--- config.mk ---
export PLATFORM = sky130hd
export DESIGN_NAME = multicycle_control_fsm
export DESIGN_NICKNAME = d
export VERILOG_FILES = /design/src/rtl/multicycle_control_fsm.sv
export SDC_FILE = /design/constraint.sdc
export NUM_CORES = 1
export LEC_CHECK = 0
export BUFFER_PORTS_ARGS = -buffer_cell sky130_fd_sc_hd__buf_2
export CAP_MARGIN = 5
export CORE_MARGIN = 2
export CORE_UTILIZATION = 52
export CTS_CLUSTER_DIAMETER = 50
export DETAILED_ROUTE_END_ITERATION = 8
export GPL_ROUTABILITY_DRIVEN = 0
export GPL_TIMING_DRIVEN = 0
export PLACE_DENSITY_LB_ADDON = 0.15
export SLEW_MARGIN = 20
export SYNTH_ARGS = -nofsm -noshare
export SYNTH_HDL_FRONTEND = slang
export SYNTH_SLANG_ARGS = --single-unit
--- constraint.sdc ---
create_clock -name clk -period 2.9 [get_ports clk]
set_input_delay 0.87 -clock clk [delete_from_list [all_inputs] [get_ports clk]]
set_output_delay 0.87 -clock clk [all_outputs]
set_load 0.05 [all_outputs]
--- src/rtl/multicycle_control_fsm.sv ---
// Multicycle RV32I sequencer: steps the shared datapath through fetch/decode/execute/mem/writeback.
// Moore outputs except mem_ready-qualified fetch strobes and branch pc_write; all outputs 0 while rst.
`ifndef OPCODE_LEN
`define OPCODE_LEN 7
`endif
`ifndef FUNCT3_LEN
`define FUNCT3_LEN 3
`endif
`ifndef ALU_CNTL_BITS_COUNT
`define ALU_CNTL_BITS_COUNT 4
`endif
`ifndef IMM_TYPE_BITS_COUNT
`define IMM_TYPE_BITS_COUNT 3
`endif
`ifndef BRANCH_TYPE_BITS_COUNT
`define BRANCH_TYPE_BITS_COUNT 3
`endif

module multicycle_control_fsm #(
   parameter int unsigned MEM_WAIT_MAX = 16
) (
   input  logic                                 clk,
   input  logic                                 rst,
   input  logic [`OPCODE_LEN-1:0]               opcode,
   input  logic [`FUNCT3_LEN-1:0]               funct3,
   input  logic                                 funct7_bit5,
   input  logic                                 mem_ready,
   input  logic                                 branch_taken,
   output logic                                 mem_req,
   output logic                                 mem_we,
   output logic                                 adr_src,
   output logic                                 ir_write,
   output logic                                 pc_write,
   output logic                                 reg_write,
   output logic [1:0]                           alu_src_a,
   output logic [1:0]                           alu_src_b,
   output logic [`ALU_CNTL_BITS_COUNT-1:0]      alu_control,
   output logic [`IMM_TYPE_BITS_COUNT-1:0]      imm_type,
   output logic [1:0]                           result_src,
   output logic [`BRANCH_TYPE_BITS_COUNT-1:0]   branch_type,
   output logic                                 instr_retired,
   output logic                                 illegal_instr,
   output logic                                 bus_error
);
   localparam logic [`OPCODE_LEN-1:0] OPC_LOAD   = `OPCODE_LEN'(7'b0000011);
   localparam logic [`OPCODE_LEN-1:0] OPC_STORE  = `OPCODE_LEN'(7'b0100011);
   localparam logic [`OPCODE_LEN-1:0] OPC_OP     = `OPCODE_LEN'(7'b0110011);
   localparam logic [`OPCODE_LEN-1:0] OPC_OPIMM  = `OPCODE_LEN'(7'b0010011);
   localparam logic [`OPCODE_LEN-1:0] OPC_BRANCH = `OPCODE_LEN'(7'b1100011);
   localparam logic [`OPCODE_LEN-1:0] OPC_JAL    = `OPCODE_LEN'(7'b1101111);
   localparam logic [`OPCODE_LEN-1:0] OPC_JALR   = `OPCODE_LEN'(7'b1100111);
   localparam logic [`OPCODE_LEN-1:0] OPC_LUI    = `OPCODE_LEN'(7'b0110111);
   localparam logic [`OPCODE_LEN-1:0] OPC_AUIPC  = `OPCODE_LEN'(7'b0010111);

   localparam int CW = (MEM_WAIT_MAX > 1) ? $clog2(MEM_WAIT_MAX) : 1;
   localparam logic [CW-1:0] WAIT_LIM = CW'((MEM_WAIT_MAX == 0) ? 0 : MEM_WAIT_MAX - 1);

   typedef enum logic [3:0] {
      S_FETCH, S_DECODE, S_MEM_ADR, S_MEM_RD, S_MEM_WB, S_MEM_WR, S_EXEC_R, S_EXEC_I,
      S_ALU_WB, S_BRANCH, S_JAL, S_JALR, S_JALR_WB, S_LUI, S_TRAP
   } state_t;

   typedef enum logic [1:0] {ALU_OP_ADD, ALU_OP_SUB, ALU_OP_FUNCT} alu_op_t;

   state_t        state_q, state_d;
   logic [CW-1:0] wait_cnt_q, wait_cnt_d;
   logic          illegal_q, illegal_d;
   logic          bus_err_q, bus_err_d;

   logic    mem_req_c, mem_we_c, adr_src_c, ir_write_c, pc_write_c, reg_write_c, retired_c;
   logic [1:0] src_a_c, src_b_c, result_c;
   alu_op_t alu_op;
   logic [`ALU_CNTL_BITS_COUNT-1:0]    alu_ctl_c;
   logic [`IMM_TYPE_BITS_COUNT-1:0]    imm_c;

   always_comb begin
      state_d     = state_q;
      illegal_d   = illegal_q;
      bus_err_d   = bus_err_q;
      mem_req_c   = 1'b0;
      mem_we_c    = 1'b0;
      adr_src_c   = 1'b0;
      ir_write_c  = 1'b0;
      pc_write_c  = 1'b0;
      reg_write_c = 1'b0;
      retired_c   = 1'b0;
      src_a_c     = 2'd0;
      src_b_c     = 2'd0;
      result_c    = 2'd0;
      alu_op      = ALU_OP_ADD;
      unique case (state_q)
         S_FETCH: begin
            mem_req_c = 1'b1;
            src_b_c   = 2'd2;
            result_c  = 2'd2;
            if (mem_ready) begin
               ir_write_c = 1'b1;
               pc_write_c = 1'b1;
               state_d    = S_DECODE;
            end
         end
         S_DECODE: begin
            src_a_c = 2'd1;
            src_b_c = 2'd1;
            if (opcode == OPC_LOAD || opcode == OPC_STORE) state_d = S_MEM_ADR;
            else if (opcode == OPC_OP)     state_d = S_EXEC_R;
            else if (opcode == OPC_OPIMM)  state_d = S_EXEC_I;
            else if (opcode == OPC_BRANCH) state_d = S_BRANCH;
            else if (opcode == OPC_JAL)    state_d = S_JAL;
            else if (opcode == OPC_JALR)   state_d = S_JALR;
            else if (opcode == OPC_LUI)    state_d = S_LUI;
            else if (opcode == OPC_AUIPC)  state_d = S_ALU_WB;
            else begin
               state_d   = S_TRAP;
               illegal_d = 1'b1;
            end
         end
         S_MEM_ADR: begin
            src_a_c = 2'd2;
            src_b_c = 2'd1;
            state_d = (opcode == OPC_STORE) ? S_MEM_WR : S_MEM_RD;
         end
         S_MEM_RD: begin
            mem_req_c = 1'b1;
            adr_src_c = 1'b1;
            if (mem_ready) state_d = S_MEM_WB;
         end
         S_MEM_WB: begin
            reg_write_c = 1'b1;
            result_c    = 2'd1;
            retired_c   = 1'b1;
            state_d     = S_FETCH;
         end
         S_MEM_WR: begin
            mem_req_c = 1'b1;
            mem_we_c  = 1'b1;
            adr_src_c = 1'b1;
            if (mem_ready) begin
               retired_c = 1'b1;
               state_d   = S_FETCH;
            end
         end
         S_EXEC_R, S_EXEC_I: begin
            src_a_c = 2'd2;
            src_b_c = (state_q == S_EXEC_I) ? 2'd1 : 2'd0;
            alu_op  = ALU_OP_FUNCT;
            state_d = S_ALU_WB;
         end
         S_ALU_WB: begin
            reg_write_c = 1'b1;
            retired_c   = 1'b1;
            state_d     = S_FETCH;
         end
         S_BRANCH: begin
            src_a_c    = 2'd2;
            alu_op     = ALU_OP_SUB;
            pc_write_c = branch_taken;
            retired_c  = 1'b1;
            state_d    = S_FETCH;
         end
         S_JAL, S_JALR_WB: begin
            // Link value old_pc+4 goes to the GPR; the datapath takes the new PC from the ALU result register.
            src_a_c     = 2'd1;
            src_b_c     = 2'd2;
            reg_write_c = 1'b1;
            pc_write_c  = 1'b1;
            result_c    = 2'd2;
            retired_c   = 1'b1;
            state_d     = S_FETCH;
         end
         S_JALR: begin
            src_a_c = 2'd2;
            src_b_c = 2'd1;
            state_d = S_JALR_WB;
         end
         S_LUI: begin
            src_a_c     = 2'd3;
            src_b_c     = 2'd1;
            reg_write_c = 1'b1;
            result_c    = 2'd2;
            retired_c   = 1'b1;
            state_d     = S_FETCH;
         end
         default: state_d = S_TRAP;
      endcase

      // A ready arriving on the limit cycle has already moved the state on, so it wins.
      if (MEM_WAIT_MAX != 0 && mem_req_c && !mem_ready && wait_cnt_q == WAIT_LIM) begin
         state_d   = S_TRAP;
         bus_err_d = 1'b1;
      end
      wait_cnt_d = (mem_req_c && !mem_ready && state_d == state_q) ? wait_cnt_q + 1'b1 : '0;
   end

   always_comb begin
      alu_ctl_c = `ALU_CNTL_BITS_COUNT'(0);
      if (alu_op == ALU_OP_SUB) begin
         alu_ctl_c = `ALU_CNTL_BITS_COUNT'(1);
      end else if (alu_op == ALU_OP_FUNCT) begin
         unique case (funct3)
            3'b000:  alu_ctl_c = `ALU_CNTL_BITS_COUNT'((opcode == OPC_OP && funct7_bit5) ? 1 : 0);
            3'b001:  alu_ctl_c = `ALU_CNTL_BITS_COUNT'(7);
            3'b010:  alu_ctl_c = `ALU_CNTL_BITS_COUNT'(5);
            3'b011:  alu_ctl_c = `ALU_CNTL_BITS_COUNT'(6);
            3'b100:  alu_ctl_c = `ALU_CNTL_BITS_COUNT'(4);
            3'b101:  alu_ctl_c = `ALU_CNTL_BITS_COUNT'(funct7_bit5 ? 9 : 8);
            3'b110:  alu_ctl_c = `ALU_CNTL_BITS_COUNT'(3);
            default: alu_ctl_c = `ALU_CNTL_BITS_COUNT'(2);
         endcase
      end
   end

   always_comb begin
      imm_c = `IMM_TYPE_BITS_COUNT'(0);
      if (opcode == OPC_STORE)                         imm_c = `IMM_TYPE_BITS_COUNT'(1);
      else if (opcode == OPC_BRANCH)                   imm_c = `IMM_TYPE_BITS_COUNT'(2);
      else if (opcode == OPC_LUI || opcode == OPC_AUIPC) imm_c = `IMM_TYPE_BITS_COUNT'(3);
      else if (opcode == OPC_JAL)                      imm_c = `IMM_TYPE_BITS_COUNT'(4);
   end

   // Gating on rst directly makes mem_req/mem_we fall the moment reset rises, mid-access included.
   always_comb begin
      mem_req       = !rst && mem_req_c;
      mem_we        = !rst && mem_we_c;
      adr_src       = !rst && adr_src_c;
      ir_write      = !rst && ir_write_c;
      pc_write      = !rst && pc_write_c;
      reg_write     = !rst && reg_write_c;
      instr_retired = !rst && retired_c;
      illegal_instr = !rst && illegal_q;
      bus_error     = !rst && bus_err_q;
      alu_src_a     = rst ? 2'd0 : src_a_c;
      alu_src_b     = rst ? 2'd0 : src_b_c;
      result_src    = rst ? 2'd0 : result_c;
      alu_control   = rst ? '0 : alu_ctl_c;
      imm_type      = rst ? '0 : imm_c;
      branch_type   = (rst || state_q != S_BRANCH) ? '0 : `BRANCH_TYPE_BITS_COUNT'(funct3);
   end

   always_ff @(posedge clk or posedge rst) begin
      if (rst) begin
         state_q    <= S_FETCH;
         wait_cnt_q <= '0;
         illegal_q  <= 1'b0;
         bus_err_q  <= 1'b0;
      end else begin
         state_q    <= state_d;
         wait_cnt_q <= wait_cnt_d;
         illegal_q  <= illegal_d;
         bus_err_q  <= bus_err_d;
      end
   end
endmodule

# Word-level counts from Yosys, hierarchy flattened
# Index checks and enable logic that the tools add are counted.
# classes
add_sub_neg	1
n_eq_ne	33
muxes	43
bitwise_logic	8
n_reduce_logical	32
# op_table
operator	count
$mux 4	11
$mux 3	12
$pmux 4 s8	1
$eq 4x4->1 const B	7
$pmux 4 s7	1
$eq 7x6->1 const B	3
$eq 7x7->1 const B	3
$eq 4x3->1 const B	4
$eq 7x5->1 const B	2
$logic_and 1x1->1	13
$pmux 2 s3	2
$reduce_or 5->1	2
$eq 3x3->1 const B	3
$mux 1	9
$reduce_and 9->1	1
$reduce_or 3->1	3
$eq 4x2->1 const B	2
$not 1->1	8
$pmux 2 s2	2
$reduce_or 4->1	2
$eq 7x2->1 const B	1
$eq 3x2->1 const B	2
$mux 2	3
$reduce_or 2->1	3
14 further kinds	17
# totals
regBits	10
inputBits	15
out_inout_bits	25
word_cells	121

# Depth between registers and ports, before layout
# logic_depth
depth_word	14
depth_mapped	7
ltp_nobuf	5

# Worst setup path after synthesis
# Ideal clock, no wire load.
# synth_path
path_type	in2out
startpoint	input port rst
endpoint	output port ir_write
t_arrival_ns	2.752
slack_ns	-0.722
path_stages	3
cell_sequence	clkbuf_1 clkbuf_1 nor4_1
# synth_via
elab_chain_cells	2
# synth_lines
element	line_no	rtl
start: declaration	23	input logic rst,
$logic_not 1->1 (no source line)	--	
$logic_and 1x1->1	226	ir_write = !rst && ir_write_c;
end: declaration	32	output logic ir_write,
# No other way between the ends.

# Final worst setup path
# layout_path
startpoint	input port opcode[4]
endpoint	output port imm_type[2]
# layout_via
elab_chain_cells	6
word_cells_on_any_way	11
classes_between	5 x eq/ne; 5 x mux; 1 x reduce/logical
# layout_lines
element	line_no	rtl
start: declaration	24	input logic [`OPCODE_LEN-1:0] opcode,
$eq 7x7->1, or another cell as far along	218	else if (opcode == OPC_JAL) imm_c = `IMM_TYPE_BITS_COUNT'(4);
$mux 3 / $logic_or 1x1->1 (equally long branches)	218, 217	
$mux 3	217	else if (opcode == OPC_LUI || opcode == OPC_AUIPC) imm_c = `IMM_TYPE_BITS_COUNT'(3);
$mux 3	216	else if (opcode == OPC_BRANCH) imm_c = `IMM_TYPE_BITS_COUNT'(2);
$mux 3 (*)	215	if (opcode == OPC_STORE) imm_c = `IMM_TYPE_BITS_COUNT'(1);
$mux 3 (*)	236	imm_type = rst ? '0 : imm_c;
end: declaration	38	output logic [`IMM_TYPE_BITS_COUNT-1:0] imm_type,
# Mark *: on every way between the ends. The rest lies on a longest branch, timed or not.

==> results.ini <==
[synth]
synthTopCellsByCount = nor2_1 (21), nand2_1 (11), dfrtp_1 (10), nor3_1 (10), a21oi_1 (8)
synth_area_leader_cell = dfrtp_1
async_flop_share = 1.000
synthFlopType = dfrtp_1
yosysMostFrequentCell = nor2_1
netlist_instances = 146
syn_area_per_cell_um2 = 7.242
syn_area_mm2 = 0.001057
synthesis.nets = 162
synth_edf_count = 0
ys_ff_latch = 10
ys_seq_area_frac = 0.2367
synth_warnings = 0
yosys.cell_types.count = 42
synth_top_area_frac = 0.2367
synth_area_leaders = dfrtp_1 (24%), nor2_1 (7.5%), nor3_1 (4.7%), nand2b_1 (4.1%), nand2_1 (3.9%)

[setup_path]
required_ns = 2.03
path_depth = 5
crit_path_start_kind = input pin
critPathBufInv = 2
crit_family = simple AND/OR/NAND/NOR gates
cp_slowest_cell = or3_4
end_kind = output port
max_stage_delay_ns = 0.38
critical_path_peak_fanout = 5
cp_cell_sequence = buf_2 > nand3b_1 > or3_4 > nor3b_4 > buf_6
worst-r2r-cell-count = 7
arrival_ns = 1.98
crit_type = input pin to output port

[routing]
num_vias = 1259
viasPerCell = 5.749
drt-total-wl_um = 2891
dr.first_iter.drc_count = 35
drcViolationCount = 0
wl_per_cell_um = 13.20
firstDrtPassIters = 4
ant_nets = 0

[power]
total_leakage_power_nw = 0.6944
power.density_mw_per_mm2 = 793.0
p_total_w = 0.001115
peakVddDrop_mv = 0.4472

[cts]
cts_hold_buf = 0
cts.sinks = 10
clk_path_buf_depth = 2
root_buffer = clkbuf_4
cts_buffers = 3
ctsHtreeMaxLevel = 1
cts.clk_slew.worst_paths_ns = 0.06
cts_tree = built
insertion_delay_ns = 0.27

[die]
dieArea_mm2 = 0.002410
io_pins = 40
chipHeight_um = 49.09
rows = 16
start_util = 0.5445
core_mm2 = 0.001942
die_x_um = 49.09

[cells_and_area]
utilization = 0.7242
nets = 210
num_antenna_cells = 0
stdcell_count = 219
area_growth_pct = 33.02
layout-drive-gt1-share = 0.3698

[timing]
finalMaxSlewViolations = 0
hold_viol_final = 0
hold_ws_ns = 0.4779
tightest_slew_ns = 0.4479
fin_crit_sh = 0.9818
finClkSkew_ns = 0.009238
period_needed_ns = 2.847
max_freq_mhz = 351.2
rsz0062_at_grt = false
finalSetupViolCount = 0
slew_headroom = 0.7014

[global_route]
grt_pass1_wl_um = 4505
overflow = 0
track_usage = 0.2325
grt_pass1_vias = 1056
grt_max_degree = 13
antenna_found_initial = 0

[worst_hold_path]
hold_class = flop to flop
min_path_cells = 1

[placement]
place_hpwl_um = 2094
io_buffer_count = 38
numPlacedInstances = 211

[run_status]
outcome = finished, final reports clean

[run]
drv_cap = 0

## worst paths after layout
check	start	to	slack (ns)
worst max-delay path	opcode[4]	imm_type[2]	0.05
worst max register to register	state_q[3]$_DFF_PP0_	state_q[2]$_DFF_PP0_	1.23
worst min-delay path	illegal_q$_DFFE_PP0P_	illegal_q$_DFFE_PP0P_	0.48
min in group asynchronous	rst	illegal_q$_DFFE_PP0P_	0.63
max in group asynchronous	rst	wait_cnt_q[0]$_DFF_PP0_	2.01
worst min register to register	illegal_q$_DFFE_PP0P_	illegal_q$_DFFE_PP0P_	0.48
## cell type report
cell class                 instances  area [um2]
sequential                        10       250.2
timing repair buffer              43       234.0
clock buffer                       3       22.52
inverter                           4       18.77
buffer                            11       57.56
multi-input combinational        121       789.5
tap                               27       33.78
fill                             169       535.5
## per-stage QoR
stage,setup TNS [ns],instance area (um2),worst slack (ns)
detailed placement,-0.3102,1326,-0.09642
finish,0,1406,0.05283
global route,0,1406,0.003150
CTS,-0.06444,1356,-0.04173
floorplan,-1.007,1102,-0.3953
global placement,-0.09635,1326,-0.06041
## flip-flops by register name, indices dropped and copies added, names as in the netlist
name and flops:
bus_err_q 1, illegal_q 1, wait_cnt_q 4, state_q 4
## cell families (layout without fill, tap and decap cells)
family          count (synthesis)  after routing  share of synthesized area
simple gates                   79             79                     0.4059
compound gates                 32             32                     0.2012
buf+inv                        15             61                    0.06626
flops                          10             10                     0.2367
xor+xnor                        7              7                    0.05799
mux                             2              2                    0.02012
fa+ha+maj                       1              1                    0.01183
## cell usage in the layout (no fill, tap or decap), drive strengths merged, types with 2 or more instances in the layout
cell and count:
xor2 4, o21ai 6, clkbuf 7, nand3b 3, a31oi 3, o22a 2, o31ai 2, inv 3
xnor2 3, nor2b 4, nor3b 2, and2 2, dfrtp 10, and3 4, a22oi 2, nand2 11
nor2 21, a21oi 9, nand4 2, o21bai 2, buf 50, or3 2, nand2b 7, nand3 4
nor3 10, nor4 5
## routing by layer
metal  GRT usage  vias up  share of wire
met5           0        -              0
met4     0.03810        0          0.012
met3     0.05828        6          0.043
met2      0.3986       45           0.51
met1      0.2973      595           0.43
li1            -      613              -
## repair_timing
action                                 in CTS  in global routing
setup endpoints to repair                  11                  7
buffers inserted                            0                  5
pin swaps                                   0                  1
gates resized for setup                     3                  5
endpoints found under the hold margin       0                  0
## power by group
part,total [W],internal (W),switching (W)
Combinational,0.000835,0.000257,0.000577
Clock,0.0000938,0.0000478,0.0000459
Sequential,0.000187,0.000172,0.0000152
No activity file was read; power rests on OpenSTA's default activity.
